File: config.mk
export PLATFORM = sky130hd
export DESIGN_NAME = boot_loader
export DESIGN_NICKNAME = d
export VERILOG_FILES = /design/src/rtl/boot_loader.sv
export SDC_FILE = /design/constraint.sdc
export NUM_CORES = 1
export LEC_CHECK = 0
export ABC_AREA = 0
export ABC_CLOCK_PERIOD_IN_PS = 5300
export BUFFER_PORTS_ARGS = -buffer_cell sky130_fd_sc_hd__buf_2
export CAP_MARGIN = 10
export CELL_PAD_IN_SITES_DETAIL_PLACEMENT = 0
export CELL_PAD_IN_SITES_GLOBAL_PLACEMENT = 2
export CORE_MARGIN = 4
export CORE_UTILIZATION = 31
export CTS_CLUSTER_DIAMETER = 30
export DETAILED_ROUTE_END_ITERATION = 6
export PLACE_DENSITY_LB_ADDON = 0.05
export SLEW_MARGIN = 20
export SYNTH_ARGS = -nofsm -noshare
export SYNTH_HDL_FRONTEND = slang
export SYNTH_SLANG_ARGS = --single-unit
export TNS_END_PERCENT = 1
File: constraint.sdc
create_clock -name clk -period 5.3 [get_ports clk]
set_clock_uncertainty 0.1 [all_clocks]
set_input_delay 0.53 -clock clk [delete_from_list [all_inputs] [get_ports clk]]
set_output_delay 0.53 -clock clk [all_outputs]
set_load 0.01 [all_outputs]
File: src/rtl/boot_loader.sv
// Streams instruction words into instruction memory and holds the processor
// in reset until the whole image is written.
module boot_loader #(
    parameter int unsigned ADDR_W      = 6,
    parameter int unsigned DATA_W      = 32,
    parameter int unsigned HOLD_CYCLES = 2
) (
    input  logic              clk,
    input  logic              rst,
    input  logic              start,
    input  logic              in_valid,
    input  logic [DATA_W-1:0] in_data,
    input  logic              in_last,
    output logic              in_ready,
    output logic              mem_we,
    output logic [ADDR_W-1:0] mem_addr,
    output logic [DATA_W-1:0] mem_wdata,
    output logic              cpu_rst,
    output logic              done,
    output logic              error,
    output logic [ADDR_W:0]   word_count
);

    localparam int unsigned HCW = (HOLD_CYCLES > 1) ? $clog2(HOLD_CYCLES) : 1;
    localparam logic [ADDR_W-1:0] PTR_ONE  = 1;
    localparam logic [ADDR_W:0]   CNT_ONE  = 1;
    localparam logic [HCW-1:0]    HOLD_ONE = 1;
    localparam logic [HCW-1:0]    HOLD_TOP = HCW'(HOLD_CYCLES - 1);

    typedef enum logic [2:0] {IDLE, LOAD, HOLD, RUN, ERR} state_t;

    state_t            state;
    logic [ADDR_W-1:0] ptr;
    logic [HCW-1:0]    hold_cnt;
    logic              accept;

    assign accept = in_valid && in_ready;

    always_ff @(posedge clk or negedge rst) begin
        if (!rst) begin
            state      <= IDLE;
            ptr        <= '0;
            hold_cnt   <= '0;
            in_ready   <= 1'b0;
            mem_we     <= 1'b0;
            mem_addr   <= '0;
            mem_wdata  <= '0;
            cpu_rst    <= 1'b1;
            done       <= 1'b0;
            error      <= 1'b0;
            word_count <= '0;
        end else begin
            mem_we <= 1'b0;
            case (state)
                IDLE, RUN, ERR: begin
                    if (start) begin
                        state      <= LOAD;
                        ptr        <= '0;
                        word_count <= '0;
                        in_ready   <= 1'b1;
                        cpu_rst    <= 1'b1;
                        done       <= 1'b0;
                        error      <= 1'b0;
                    end
                end
                LOAD: begin
                    if (accept) begin
                        mem_we     <= 1'b1;
                        mem_addr   <= ptr;
                        mem_wdata  <= in_data;
                        word_count <= word_count + CNT_ONE;
                        if (ptr != '1)
                            ptr <= ptr + PTR_ONE;
                        // in_last wins over overflow when the final slot holds the last word
                        if (in_last) begin
                            state    <= HOLD;
                            in_ready <= 1'b0;
                            hold_cnt <= HOLD_TOP;
                        end else if (ptr == '1) begin
                            state    <= ERR;
                            in_ready <= 1'b0;
                            error    <= 1'b1;
                        end
                    end
                end
                HOLD: begin
                    if (hold_cnt == '0) begin
                        state   <= RUN;
                        cpu_rst <= 1'b0;
                        done    <= 1'b1;
                    end else begin
                        hold_cnt <= hold_cnt - HOLD_ONE;
                    end
                end
                default: state <= IDLE;
            endcase
        end
    end

endmodule

==> results.sh <==
export IMPL_ir_drop_v=0.0001819
export IMPL_relSlewSlack=0.4718
export IMPL_hold_path_class="input port to asynchronous set/reset pin"
export IMPL_coreArea_sq_um=8175
export IMPL_ys_warn_count=0
export IMPL_maxCapViolCount=0
export IMPL_final_max_slew_viol_count=0
export IMPL_grt_usage=0.1344
export IMPL_leakage_nw=1.804
export IMPL_path_cells="nand3b_1 -> or2_2 -> buf_4 -> inv_1 -> buf_4 -> nor2_1 -> o22a_1"
export IMPL_tightest_slew_ps=792.3
export IMPL_yosysTopAreaCell="dfrtp_1"
export IMPL_viasPerCell=4.609
export IMPL_antenna_found_initial=0
export IMPL_die_area_sq_um=9934
export IMPL_ios=87
export IMPL_setup_violations_final=0
export IMPL_status="finished clean"
export IMPL_dp_hpwl_um=4211
export IMPL_total_power_mw=1.770
export IMPL_grt_ovfl_total=0
export IMPL_fin_crit_ps=2992
export IMPL_worst_path_buf_inv=3
export IMPL_yosysMostFrequentCell="nand2_1"
export IMPL_clk_latency_ps=330
export IMPL_fmaxAchievable_mhz=334.2
export IMPL_grt_pass1_vias=2140
export IMPL_synth_cell_type_count=41
export IMPL_postPlaceCellArea_sq_um=3113
export IMPL_finalHoldViolations=0
export IMPL_synth_ff_type="dfrtp_1"
export IMPL_required_ps=5420
export IMPL_portBuffers=86
export IMPL_netlist_area_leader_share=0.5668
export IMPL_synth_area_top_cells="dfrtp_1 (57%), nand2_1 (16%), a21oi_1 (1.7%)"
export IMPL_die_x_um=99.67
export IMPL_layout_nets=406
export IMPL_vias=2194
export IMPL_cts_buffers=9
export IMPL_design_area_sq_um=3263
export IMPL_seq_area_sq_um=1503
export IMPL_crit_fanout=53
export IMPL_grt_max_degree=61
export IMPL_wl_per_cell_um=13.53
export IMPL_cts_tree="yes"
export IMPL_reg2reg_depth=7
export IMPL_start_kind="flop"
export IMPL_areaGrowthSynthToFinish_pct=25.26
export IMPL_ys_ff_latch=60
export IMPL_die_h_um=99.67
export IMPL_drive_above_1_share=0.2884
export IMPL_cts_repair_resized=0
export IMPL_place_gp_congestion=0.7225
export IMPL_instances_no_fill=476
export IMPL_synth_nets=321
export IMPL_max_stage_delay_ps=650
export IMPL_cts_buffer_depth=2
export IMPL_r2r_start="state[1]$_DFFE_PN0P_"
export IMPL_synth_edf_count=0
export IMPL_end_kind="flop"
export IMPL_wl_um=6439
export IMPL_multiInputGateArea_sq_um=992.2
export IMPL_synthCells=282
export IMPL_critical_path_depth=7
export IMPL_crit_arrival_ps=3110
export IMPL_cts_setup_buffers=0
export IMPL_async_flop_share=1.000
export IMPL_clk_pin_slew_ps=70
export IMPL_first_pass_iters=4
export IMPL_syn_area_sq_um=2605
export IMPL_rsz0062_at_grt="false"
export IMPL_drt_iter0_drc=79
export IMPL_diodes=0
export IMPL_cpMaxStageDelayCell="inv_1"
export IMPL_crit_start="state[1]$_DFFE_PN0P_"
export IMPL_synth_area_per_cell_sq_um=9.238
export IMPL_ctsRootBufferMaster="clkbuf_8"
export IMPL_dp_cells=461
export IMPL_p_per_area_nw_per_um2=542.5
export IMPL_cp_top_family="buffers and inverters"
export IMPL_cts_sinks=60
export IMPL_rows=33
export IMPL_yosysSeqAreaShare=0.5768
export IMPL_start_util=0.3186
export IMPL_postCtsHoldBufs=0
export IMPL_h_tree_depth=3
export IMPL_critical_path_class="flop to flop"
export IMPL_crit_top_cell="buf_4"
export IMPL_fin_crit_sh=0.5645
export IMPL_setup_tns_final_ps=0
export IMPL_fillers=853
export IMPL_antenna_left=0
export IMPL_synthTopCellsByCount="nand2_1 (114), dfrtp_1 (59), a21oi_1 (9), buf_2 (9)"
export IMPL_grt_pass1_wl_um=10560
export IMPL_drc=0
report_power, final:
group	internal, mW	switching [mW]	total [mW]
Combinational	0.279	0.404	0.683
Sequential	0.633	0.120	0.753
Clock	0.165	0.169	0.334
Total	1.08	0.693	1.77
logic make-up after synthesis:
family                     count (synthesis)  synth area share
DFF                                       60            0.5769
and+or+nand+nor                          149            0.2445
buffers and inverters                     23           0.04226
xor gates and xnor gates                   1          0.003363
AOI/OAI and AO/OA                         47            0.1234
adders and majority gates                  2          0.009605
worst paths after layout:
| kind | to | slack (ps) |
|---|---|---|
| worst max register to register | ptr[4]$_DFFE_PN0P_ | 2310 |
| worst max-delay path | ptr[4]$_DFFE_PN0P_ | 2310 |
| worst min-delay path | mem_wdata[1]$_DFFE_PN0P_ | 240 |
| worst min register to register | mem_addr[4]$_DFFE_PN0P_ | 370 |
| max in group asynchronous | mem_addr[0]$_DFFE_PN0P_ | 4310 |
| min in group clk | mem_wdata[14]$_DFFE_PN0P_ | 280 |
final cells by class:
cell class / instances / area share
clock inverters: 3 / 0.004601
multi-input cells: 199 / 0.3041
flip-flops and latches: 60 / 0.4605
inverters: 7 / 0.008052
repair buffers: 90 / 0.1411
clock buffers: 12 / 0.04141
well taps: 105 / 0.04026
metal layers:
metal	routed length, um	track usage	vias to the layer above
met4	132	0.06303	0
met1	2994	0.1774	1013
met5	0	0	-
li1	-	-	1109
met2	2904	0.2037	61
met3	407	0.03717	11
cells in the final DEF, fill, tap and decap left out, types with 2 or more instances in the layout:
master     instances
a21o_1             4
a31oi_1            2
a21oi_1            9
dfrtp_1           59
nor3_1             6
inv_1              7
or4_1              3
nor2_1             6
clkbuf_1           3
nand2_1          114
clkbuf_8           9
nand3_1            8
o21a_1             3
nor2b_1            2
o22ai_1            3
and3_1             3
a22o_1             3
a2bb2oi_1          2
o211ai_1           4
o21ai_0            8
clkinv_2           3
ha_1               2
buf_2             86
o22a_1             2
buf_4              4
worst register-to-register path: cells and delay by family (launching register included):
| kind | cells | cell delay [ps] |
|---|---|---|
| and+or+nand+nor | 3 | 670 |
| AOI/OAI and AO/OA | 1 | 230 |
| DFF | 1 | 490 |
| buffers and inverters | 3 | 1380 |
state kept, by name, indices dropped and copies added, names as in the netlist:
register	flops
ptr	6
in_ready	1
hold_cnt	1
mem_addr	6
mem_wdata	32
done	1
cpu_rst	1
error	1
mem_we	1
word_count	7
state	3
per-stage QoR:
| step | setup WS (ps) | util | hold slack (ps) |
|---|---|---|---|
| floorplan | 3607 | - | 134.4 |
| global placement | 2331 | 0.3808 | 353.0 |
| detailed placement | 2262 | 0.3808 | 357.0 |
| CTS | 2262 | 0.3991 | 267.2 |
| global route | 2041 | 0.3991 | 276.7 |
| finish | 2308 | 0.3991 | 242.3 |
Note: power is estimated with default switching activity, not from simulation.
